[src/rtl/imem_arb_pkg.sv]
// Shared types and widths for the instruction-memory arbiter.
//   ADDR_W  : memory word-address width
//   INSTR_W : instruction / memory data width
//   state_e : arbiter FSM states
//   owner_e : which requester drives the memory port in a given cycle
package imem_arb_pkg;

    localparam int unsigned ADDR_W  = 16;
    localparam int unsigned INSTR_W = 17;

    typedef enum logic [1:0] {
        StRun,
        StMovcRd,
        StLoad
    } state_e;

    typedef enum logic [1:0] {
        OwnNone,
        OwnFetch,
        OwnMovc,
        OwnLoad
    } owner_e;

endpackage

[src/rtl/imem_ld_seq.sv]
// Loader burst sequencer: captures base address and word count at burst start,
// advances the write address (wrapping mod 2^16) and decrements the remaining
// count on every accepted write, and flags the burst end.
//   clk, rst   : clock, synchronous active-high reset
//   load_i     : capture base_i / len_i (burst start)
//   base_i     : first write address
//   len_i      : number of words in the burst
//   active_i   : arbiter is in the LOAD state
//   step_i     : a write is being issued this cycle
//   addr_o     : current write address
//   busy_o     : burst active with words still outstanding
//   done_o     : burst complete (one cycle, arbiter leaves LOAD afterwards)
module imem_ld_seq
    import imem_arb_pkg::*;
(
    input  logic              clk,
    input  logic              rst,
    input  logic              load_i,
    input  logic [ADDR_W-1:0] base_i,
    input  logic [ADDR_W-1:0] len_i,
    input  logic              active_i,
    input  logic              step_i,
    output logic [ADDR_W-1:0] addr_o,
    output logic              busy_o,
    output logic              done_o
);

    logic [ADDR_W-1:0] addr_d, addr_q;
    logic [ADDR_W-1:0] rem_d, rem_q;
    logic              rem_zero;

    assign rem_zero = (rem_q == '0);

    always_comb begin
        addr_d = addr_q;
        rem_d  = rem_q;
        if (load_i) begin
            addr_d = base_i;
            rem_d  = len_i;
        end else if (step_i && !rem_zero) begin
            addr_d = addr_q + ADDR_W'(1);
            rem_d  = rem_q - ADDR_W'(1);
        end
    end

    always_ff @(posedge clk) begin
        if (rst) begin
            addr_q <= '0;
            rem_q  <= '0;
        end else begin
            addr_q <= addr_d;
            rem_q  <= rem_d;
        end
    end

    assign addr_o = addr_q;
    assign busy_o = active_i && !rem_zero;
    // A zero-length burst lands here on its first LOAD cycle.
    assign done_o = active_i && rem_zero;

endmodule

[src/rtl/imem_arb.sv]
// Single-port instruction memory arbiter. One owner per cycle, priority
// loader > MOVC > fetch; arbitration only happens in RUN.
//   clk, rst                 : clock, synchronous active-high reset
//   fetch_addr/instr/stall   : instruction fetch port (stall holds PC and IM_ID)
//   movc_req/addr/gnt/vld/rdata : MOVC data-read port (req held until gnt)
//   ld_start/base/len/wvalid/wdata/wready/busy/done : burst loader port
//   mem_addr/re/we/wdata/rdata  : single-port memory, 1-cycle synchronous read
module imem_arb
    import imem_arb_pkg::*;
(
    input  logic               clk,
    input  logic               rst,
    input  logic [ADDR_W-1:0]  fetch_addr,
    output logic [INSTR_W-1:0] fetch_instr,
    output logic               fetch_stall,
    input  logic               movc_req,
    input  logic [ADDR_W-1:0]  movc_addr,
    output logic               movc_gnt,
    output logic               movc_vld,
    output logic [INSTR_W-1:0] movc_rdata,
    input  logic               ld_start,
    input  logic [ADDR_W-1:0]  ld_base,
    input  logic [ADDR_W-1:0]  ld_len,
    input  logic               ld_wvalid,
    input  logic [INSTR_W-1:0] ld_wdata,
    output logic               ld_wready,
    output logic               ld_busy,
    output logic               ld_done,
    output logic [ADDR_W-1:0]  mem_addr,
    output logic               mem_re,
    output logic               mem_we,
    output logic [INSTR_W-1:0] mem_wdata,
    input  logic [INSTR_W-1:0] mem_rdata
);

    state_e             state_d, state_q;
    owner_e             owner_d, owner_q;
    logic [INSTR_W-1:0] instr_d, instr_q;

    logic              ld_load, ld_step, ld_active;
    logic [ADDR_W-1:0] ld_addr;

    imem_ld_seq u_ld_seq (
        .clk      (clk),
        .rst      (rst),
        .load_i   (ld_load),
        .base_i   (ld_base),
        .len_i    (ld_len),
        .active_i (ld_active),
        .step_i   (ld_step),
        .addr_o   (ld_addr),
        .busy_o   (ld_busy),
        .done_o   (ld_done)
    );

    always_comb begin
        state_d   = state_q;
        owner_d   = OwnNone;
        mem_addr  = fetch_addr;
        mem_re    = 1'b0;
        mem_we    = 1'b0;
        mem_wdata = ld_wdata;
        movc_gnt  = 1'b0;
        ld_load   = 1'b0;
        ld_step   = 1'b0;
        ld_active = 1'b0;

        unique case (state_q)
            StRun: begin
                if (ld_start) begin
                    // Start cycle leaves the port idle; writes begin in LOAD.
                    ld_load = 1'b1;
                    owner_d = OwnLoad;
                    state_d = StLoad;
                end else if (movc_req) begin
                    mem_addr = movc_addr;
                    mem_re   = 1'b1;
                    movc_gnt = 1'b1;
                    owner_d  = OwnMovc;
                    state_d  = StMovcRd;
                end else begin
                    mem_re  = 1'b1;
                    owner_d = OwnFetch;
                end
            end
            StMovcRd: begin
                mem_re  = 1'b1;
                owner_d = OwnFetch;
                state_d = StRun;
            end
            StLoad: begin
                ld_active = 1'b1;
                owner_d   = OwnLoad;
                mem_addr  = ld_addr;
                if (ld_busy && ld_wvalid) begin
                    mem_we  = 1'b1;
                    ld_step = 1'b1;
                end
                if (ld_done) state_d = StRun;
            end
            default: state_d = StRun;
        endcase

        // Reset aborts any in-flight operation in the same cycle.
        if (rst) begin
            mem_re    = 1'b0;
            mem_we    = 1'b0;
            movc_gnt  = 1'b0;
            ld_load   = 1'b0;
            ld_step   = 1'b0;
            ld_active = 1'b0;
        end
    end

    // The memory returns data one cycle after the fetch was issued.
    assign instr_d     = (owner_q == OwnFetch) ? mem_rdata : instr_q;
    assign fetch_instr = instr_d;
    assign fetch_stall = rst || (owner_d != OwnFetch) || (owner_q != OwnFetch);

    assign movc_vld   = (state_q == StMovcRd) && !rst;
    assign movc_rdata = mem_rdata;
    assign ld_wready  = ld_busy;

    always_ff @(posedge clk) begin
        if (rst) begin
            state_q <= StRun;
            owner_q <= OwnNone;
            instr_q <= '0;
        end else begin
            state_q <= state_d;
            owner_q <= owner_d;
            instr_q <= instr_d;
        end
    end

endmodule

[config.mk]
export PLATFORM = sky130hd
export DESIGN_NAME = imem_arb
export DESIGN_NICKNAME = d
export VERILOG_FILES = /design/src/rtl/imem_arb_pkg.sv /design/src/rtl/imem_ld_seq.sv /design/src/rtl/imem_arb.sv
export SDC_FILE = /design/constraint.sdc
export NUM_CORES = 1
export LEC_CHECK = 0
export BUFFER_PORTS_ARGS = -buffer_cell sky130_fd_sc_hd__buf_2
export CORE_MARGIN = 2
export CORE_UTILIZATION = 42
export CTS_BUF_LIST = sky130_fd_sc_hd__clkbuf_4 sky130_fd_sc_hd__clkbuf_8 sky130_fd_sc_hd__clkbuf_16
export CTS_CLUSTER_SIZE = 30
export DETAILED_ROUTE_END_ITERATION = 10
export GPL_TIMING_DRIVEN = 0
export PLACE_DENSITY_LB_ADDON = 0.15
export SETUP_SLACK_MARGIN = 0.1
export SLEW_MARGIN = 20
export SYNTH_ARGS = -nofsm -noshare
export SYNTH_HDL_FRONTEND = slang
export SYNTH_SLANG_ARGS = --single-unit
[constraint.sdc]
create_clock -name clk -period 2.5 [get_ports clk]
set_input_delay 0.5 -clock clk [delete_from_list [all_inputs] [get_ports clk]]
set_output_delay 0.5 -clock clk [all_outputs]
set_load 0.1 [all_outputs]
# == Word level (Yosys, flattened, before mapping) ==
# Index checks and enable logic that the tools add are counted.
# word_totals
reg_bits,53
inputBits,103
out_inout_bits,75
# classes
addsub,2
eq_ne,7
mux,30
reduce_logical,13
# op_table
op,n
16-bit 2-to-1 mux,6
16-bit one-hot mux with 2 select lines,1
17-bit 2-to-1 mux,1
"16-bit by 1-bit adder with 16-bit output, second input constant",1
16-bit logical NOT,1
"16-bit by 1-bit subtractor with 16-bit output, second input constant",1
1-bit 2-to-1 mux,14
2-bit 2-to-1 mux,5
2-bit one-hot mux with 3 select lines,1
1-bit logical AND,5
"2-bit by 1-bit == test with 1-bit output, second input constant",2
"2-bit by 1-bit inequality test with 1-bit output, second input constant",2
2-bit one-hot mux with 2 select lines,1
"3-bit inequality test, second input constant",1
"2-bit == test, second input constant",1
1-bit logical NOT,2
2-bit logical NOT,1
1-bit logical OR,2
"2-bit inequality test, second input constant",1
1-bit one-hot mux with 2 select lines,1
2-bit AND reduction,1
2-bit nonzero test,1

# == Logic depth before layout (Yosys ltp) ==
# Gate-level depths: netlist of run 1.
# depth
depth_word,11
depth_mapped,8
mapped_depth_nobuf,6

# == Cells and area by module ==
# Synthesis of run 1 repeated with hierarchy kept, for this count alone.
# unflattened
hier_cells,424
hier_area_um2,3727.3
# by_module_without_submodules
module,n_inst,cells_each,area_per_inst_um2,seq_area_each_um2
imem_ld_seq,1,257,2107.0,640.6
imem_arb,1,167,1620.3,420.4

# == Worst setup path before layout of run 1 ==
# Ideal clock, no wire load.
# synth_path
path_kind,reg2out
startpoint,register u_ld_seq.rem_q[0]
endpoint,output ld_wready
arrival_ns,3.076
setup_slack_ns,-1.076
path_stages_with_launch,9
cell_sequence,dfxtp_1 -> inv_1 -> ha_1 -> nor4b_1 -> and4_1 -> buf_4 -> buf_2 -> nor2_1 -> buf_4
# synth_via
elab_chain_cells,3
# synth_rtl
element,line_no,source
from (decl),imem_ld_seq.sv:29,"logic [ADDR_W-1:0] rem_d, rem_q;"
from (signal assigned),imem_ld_seq.sv:52,rem_q <= rem_d;
16-bit logical NOT,imem_ld_seq.sv:32,assign rem_zero = (rem_q == '0);
1-bit logical NOT,imem_ld_seq.sv:57,assign busy_o = active_i && !rem_zero;
1-bit logical AND,imem_ld_seq.sv:57,
to (decl),imem_arb.sv:26,"output logic ld_wready,"
# Every way passes these cells.

# == Final worst setup path of run 1 ==
# layout_path
startpoint,register state_q[1]
endpoint,output mem_addr[10]
# layout_via
elab_chain_cells,2
elab_cells_between_ends,3
cone_classes,eq/ne (1); mux (1); reduce/logical (1)
# layout_rtl
element,line_no,source
from (decl),imem_arb.sv:36,"state_e state_d, state_q;"
from (signal assigned),imem_arb.sv:126,state_q <= StRun;
from (signal assigned),imem_arb.sv:130,state_q <= state_d;
2-bit == test / 2-bit logical NOT (equally long branches),imem_arb.sv:68,unique case (state_q)
16-bit one-hot mux with 2 select lines *,imem_arb.sv:68,
to (decl),imem_arb.sv:29,"output logic [ADDR_W-1:0] mem_addr,"
# Mark *: on every way between the ends. The rest lies on a longest branch, timed or not.

==> results of run 1 <==
-- state kept, by name (all words and copies together) (netlist names) --
register,count
u_ld_seq.rem_q,16
owner_q,2
u_ld_seq.addr_o,16
instr_q,17
state_q,2
-- worst min-delay path: stages --
cell and delay, ns:
buf_2 0.08, nand3_1 0.07, nand3_1 0.08
-- through the flow --
step	setup TNS, ns	setup slack [ns]	hold slack [ns]	util (%)
after floorplan	-0.298	-0.187	0.444	-
after global placement	-6.97	-0.578	0.457	55.7
after detailed placement	-7.81	-0.584	0.467	55.7
after CTS	0	0.0170	0.423	65.8
after global routing	-0.824	-0.0599	0.424	67.3
final	-0.0382	-0.0105	0.431	67.3
-- path summary, 6_finish.rpt --
kind | from | to | slack (ns)
max | state_q[1]$_SDFFE_PP0P_ | mem_addr[10] | -0.01
min | ld_len[1] | u_ld_seq.rem_q[1]$_SDFFE_PP0P_ | 0.43
max reg2reg | u_ld_seq.rem_q[0]$_SDFFE_PP0P_ | u_ld_seq.rem_q[7]$_SDFFE_PP0P_ | 0.17
min reg2reg | u_ld_seq.rem_q[12]$_SDFFE_PP0P_ | u_ld_seq.rem_q[12]$_SDFFE_PP0P_ | 0.50
-- cells in the final DEF (no fill, tap or decap), types with 4 or more instances in the layout --
cell      instances
buf_2           128
and3_1            4
dfxtp_1          49
dfxtp_2           4
o21ai_0          41
a31oi_1          14
a21o_4           16
nand2_1          12
a22o_1           16
clkbuf_2          6
clkbuf_8          9
buf_8             5
and2_1           19
and4_1            5
a311oi_1          6
inv_2             4
o31ai_1           6
buf_12           20
clkbuf_1         13
nor2_1           18
buf_4            69
mux2_2           17
buf_6             5
nand4_1           7
a21oi_1          11
or3_1             7
nor3_1           10
or4_1            10
nand3_1          15
ha_1              4
-- report_power, final --
group / internal (mW) / total, mW / switching, mW
logic: 0.802 / 2.34 / 1.54
registers: 0.951 / 1.07 / 0.117
clock network: 0.211 / 0.548 / 0.337
-- layout make-up --
class,instances,area [um^2]
buffer,66,495
clock buffer,5,68.8
clock inverter,3,28.8
fill,648,2660
inverter,7,26.3
multi-input combinational,297,2280
sequential,53,1070
tap,105,131
timing repair buffer,188,1380
-- layer usage --
layer	wire length [um]	track usage, %	up-vias
met2	5960	45.3	208
met3	951	4.19	30
met1	4950	33.7	1947
met5	0	0	-
li1	-	-	1950
met4	276	9.06	0
-- cell families (layout without fill, tap and decap cells) --
family,Yosys count,in the layout
AND/OR/NAND/NOR,142,142
multiplexers,19,19
AO/OA/AOI/OAI,129,129
adder cells (fa/ha/maj),7,7
flip-flops,53,53
buffers and inverters,73,269
-- what timing repair did --
| item | 4_1_cts | 5_1_grt |
|---|---|---|
| setup buffers | 22 | 4 |
| cloned | 3 | 0 |
| gates resized for setup | 144 | 29 |
| pin swaps | 28 | 7 |
| hold endpoints to repair | 0 | 0 |
| setup endpoints to repair | 58 | 43 |
==> flow_summary.yaml, run 1 <==
clocking:
  cts_tree: "built"
  clk_latency_ns: 0.33
  numCtsBuffers: 5
  numClockSinks: 53
  cts.path.max_buffers: 2
  clockRootBuffer: "clkbuf_8"
  cts_hold_buf: 0
  clk_pin_slew_worst_paths_ns: 0.12
  cts-htree-levels: 2
die:
  start_util_pct: 42.8
  placementRows: 33
  fp.dieW_um: 95.1
  dieHeight_um: 95.1
  io_pins: 178
  coreArea_mm2: 0.00813
  dieArea_mm2: 0.00904
grt:
  grt_pass1_vias: 3872
  gr-total-overflow: 0
  grt_max_degree: 20
  grt_pass1_wl_um: 18800
  antenna_found_initial: 0
  grt_use_total_pct: 26.4
logic_synthesis:
  avgSynthCellArea_um2: 8.23
  yosys.area.top_type: "dfxtp_1"
  yosys_warnings: 0
  synth_cell_types: 46
  yosys_most_used_dff: "dfxtp_1"
  synth-seq-area-share_pct: 30.5
  synth_compound_area_share_pct: 24.9
  netlist_area_mm2: 0.00348
  syn-num-nets: 533
  synthCells: 423
  synth_edf_count: 0
  synth_top_area_share_pct: 30.5
  synthArstFlopShare_pct: 0
  synth_top_family_by_area: "compound AO/OA/AOI/OAI gates"
  synth_mux_area_share_pct: 6.07
  synthTopCellsByArea: "dfxtp_1, buf_4, o21ai_0, mux2_2, a22o_1"
  ys_seq_elements: 53
  yosys.area_share.simple_pct: 24.2
  synth_xor_area_share_pct: 0
  synth_adder_area_share_pct: 2.52
  synth_most_common_cell: "dfxtp_1"
  synth_commonest_cells: "dfxtp_1, o21ai_0, buf_4"
worst_hold_path:
  worstHoldPathType: "input pin to flip-flop"
  hold_depth: 3
finish:
  finish.net_count: 728
  antennaDiodeCount: 0
  area_growth_syn_to_layout_pct: 57.1
  final_cell_area_mm2: 0.00547
  drive_gt1_share_pct: 51.1
  final_cells: 724
place:
  placed_area_mm2: 0.00453
  dpl.hpwl_um: 8390
  place_inst: 687
  numPortBuffers: 159
  gp_congestion: 0.906
setup_path:
  crit_buf_inv: 4
  crit_required_ns: 2.00
  criticalPathCategory: "flip-flop to primary output"
  worstSetupStartpointType: "flip-flop"
  cp.arrival_ns: 2.01
  path_depth: 9
  path_cells: "inv_2 -> ha_4 -> nor2b_4 -> and2_4 -> buf_8 -> clkbuf_16 -> a22o_1 -> a21o_4 -> buf_12"
  path_max_fanout: 5
  crit_slowest_cell: "dfxtp_2"
  crit_path_end_kind: "primary output"
  slowest_delay_ns: 0.37
  cpLargestDelayFamily: "buffers and inverters"
  reg2reg_depth: 8
timing:
  setup_viol: 6
  fmaxAchievable_mhz: 398
  rsz0062_at_grt: "true"
  period_share_pct: 100
  setup_ws_ns: -0.0105
  slew_viol_final: 0
  hold_viol_final: 0
  finalClockSkew_ns: 0.0186
  worstMarginPinSlew_ns: 0.702
  timing.slew.headroom_pct: 52.8
  period_needed_ns: 2.51
power_and_ir_drop:
  p_leak_nw: 2.44
  ir_worst_vdd_mv: 0.294
  power.total_mw: 3.96
  power_density_mw_per_mm2: 724
status:
  violations: "setup timing"
  outcome: "finished, violations left"
drt:
  firstDrtPassIters: 6
  wirelength_um: 12100
  vias: 4135
  remaining_drc_errors: 0
  vias_per_cell: 5.71
  drt_iter0_drc: 273
  antenna_left: 0
  routedWlPerCell_um: 16.8
job:
  drv_cap: 0
Note: power is estimated with default switching activity, not from simulation.
==> inputs of run 2 (changes only) <==
- ABC_AREA: not set -> 1
- CORE_UTILIZATION: 42 -> 43
==> run 2 against run 1 <==
Compared with the run above:
- the run now ends clean
- register-to-register slack better by 0.29 ns
- clock-buffer cell count unchanged
- critical path depth down 1
- sequential share of layout area up 0.22 points
- total power up 1.3%
- global-route usage down 2.0 points
- wire length up 2.7%
- clock skew down 0.014 ns
- flip-flop and latch count unchanged
- largest power group unchanged
- worst setup slack better by 0.12 ns
- cell area down 0.89%
==> flow_summary.yaml, run 2 <==
grt:
  grt_use_total_pct: 24.4
  grt_max_degree: 19
  grt_pass1_vias: 4300
  gr-total-overflow: 0
  grt_pass1_wl_um: 19800
  antenna_found_initial: 0
die:
  placementRows: 34
  fp.dieW_um: 99.8
  dieHeight_um: 99.8
  coreArea_mm2: 0.00881
  io_pins: 178
  dieArea_mm2: 0.00995
  start_util_pct: 44.8
logic_synthesis:
  synth_top_area_share_pct: 26.9
  synthArstFlopShare_pct: 0
  synthCells: 652
  synth_cell_types: 33
  ys_seq_elements: 53
  synth_commonest_cells: "nand2_1, nor2_1, inv_1"
  syn-num-nets: 762
  synthTopCellsByArea: "dfxtp_1, nand2_1, nor2_1, inv_1, buf_4"
  netlist_area_mm2: 0.00394
  avgSynthCellArea_um2: 6.05
  yosys.area.top_type: "dfxtp_1"
  synth_edf_count: 0
  yosys_warnings: 0
  synth_most_common_cell: "nand2_1"
  synth-seq-area-share_pct: 26.9
  yosys_most_used_dff: "dfxtp_1"
worst_hold_path:
  worstHoldEndpoint: "instr_q[7]$_SDFF_PP0_"
  hold_depth: 3
  worstHoldPathType: "input pin to flip-flop"
  min_from: "mem_rdata[7]"
finish:
  antennaDiodeCount: 0
  regArea_mm2: 0.00107
  drive_gt1_share_pct: 35.4
  final_cell_mix: "nand2_1, buf_2, nor2_1"
  area_growth_syn_to_layout_pct: 37.5
  final_common_cell: "nand2_1"
  finish.net_count: 937
  n_fill_cell: 880
  largest_reg_flops: 17
  largest_register: "instr_q"
  multi_input_area_mm2: 0.00236
clocking:
  cts_hold_buf: 0
  numClockSinks: 53
  clk_latency_ns: 0.32
  clockRootBuffer: "clkbuf_8"
  numCtsBuffers: 5
  cts-htree-levels: 2
  cts.path.max_buffers: 2
  cts_tree: "built"
  clk_pin_slew_worst_paths_ns: 0.10
place:
  pre_cts_ws_ns: -0.237
  dpl.hpwl_um: 9710
  gp_congestion: 0.960
  numPortBuffers: 160
setup_path:
  worstSetupStartpointType: "flip-flop"
  reg2reg_from: "state_q[1]$_SDFFE_PP0P_"
  path_max_fanout: 8
  crit_required_ns: 2.00
  crit_path_end_kind: "primary output"
  r2r_slack_ns: 0.46
  r2r_end: "u_ld_seq.rem_q[0]$_SDFFE_PP0P_"
  reg2reg_depth: 10
  cp.arrival_ns: 1.89
  criticalPathCategory: "flip-flop to primary output"
timing:
  timing.slew.headroom_pct: 66.3
  fmaxAchievable_mhz: 418
  hold_ws_ns: 0.456
  setup_viol: 0
  period_share_pct: 95.8
  final.setup.tns_ns: 0
  setup_ws_ns: 0.105
  rsz0062_at_grt: "true"
  finalClockSkew_ns: 0.00445
  worstMarginPinSlew_ns: 0.505
  hold_viol_final: 0
  slew_viol_final: 0
  period_needed_ns: 2.39
status:
  outcome: "finished, final reports clean"
drt:
  routedWlPerCell_um: 13.3
  firstDrtPassIters: 5
  vias: 4673
  wirelength_um: 12500
  drt_iter0_drc: 292
  remaining_drc_errors: 0
  antenna_left: 0
  vias_per_cell: 4.99
job:
  drv_cap: 0
power_and_ir_drop:
  power.total_mw: 4.01
  p_leak_nw: 2.91
  ir_worst_vdd_mv: 0.353
  power_density_mw_per_mm2: 739
## run 2: through the flow
step / instances / instance area, um^2 / utilization (%)
final: 936 / 5420 / 61.6
after global routing: 936 / 5420 / 61.6
after CTS: 931 / 5330 / 60.5
after detailed placement: 920 / 5010 / 56.9
after global placement: 920 / 5010 / 56.9
after floorplan: 652 / 4070 / -
## run 2: worst max-delay path by stage
| stage | start | to | cells after the start |
|---|---|---|---|
| final | state_q[1]$_SDFFE_PP0P_ | mem_addr[2] | 8 |
| after global routing | state_q[1]$_SDFFE_PP0P_ | mem_addr[1] | 8 |
| after CTS | state_q[0]$_SDFFE_PP0P_ | mem_addr[2] | 8 |
| after detailed placement | ld_start | mem_addr[9] | 8 |
| after global placement | ld_start | mem_addr[9] | 8 |
| after floorplan | state_q[0]$_SDFFE_PP0P_ | mem_addr[7] | 5 |
## run 2: area by class of cell
class                           count  share of cell area (%)
Multi-Input combinational cell    459                    43.5
Tap cell                          108                    2.49
Clock inverter                      3                   0.462
Inverter                           83                    6.14
Clock buffer                        5                    1.27
Timing Repair Buffer              168                    18.8
Buffer                             57                    7.69
Sequential cell                    53                    19.7
## run 2: worst max-delay path, cell delays in order, from the launching register on
cell and delay, ns:
dfxtp_4 0.38, inv_4 0.09, ha_4 0.19, inv_4 0.06, o21ai_4 0.15, a21oi_4 0.09
buf_6 0.15, o211ai_1 0.22, buf_6 0.26
## run 2: per-layer routing
layer	vias to the layer above	wire length [um]	share of wire, %	GRT usage [%]
met1	2083	5110	41	29.7
met2	194	6310	51	44.7
met3	21	850	6.8	3.58
met5	-	0	0	0
li1	2375	-	-	-
met4	0	191	1.5	6.43
## run 2: kinds of logic (layout without fill, tap and decap cells)
logic type / Yosys count / count (layout) / share of synthesized area, %
compound gates: 79 / 79 / 11.5
buf+inv: 140 / 316 / 18.1
simple gates: 366 / 366 / 39.6
fa+ha+maj: 7 / 7 / 2.22
mux: 2 / 2 / 0.508
flops: 53 / 53 / 26.9
xor+xnor: 5 / 5 / 1.11
## run 2: where the power goes
part	internal (mW)	switching, mW	total [mW]
Sequential	0.948	0.0774	1.03
Clock	0.203	0.316	0.519
Combinational	0.655	1.81	2.46
## run 2: repair_timing
action / CTS / global route
gates cloned: 2 / 0
buffers inserted: 1 / 5
gates resized for setup: 65 / 26
pin swaps: 4 / 5
setup endpoints to repair: 40 / 29
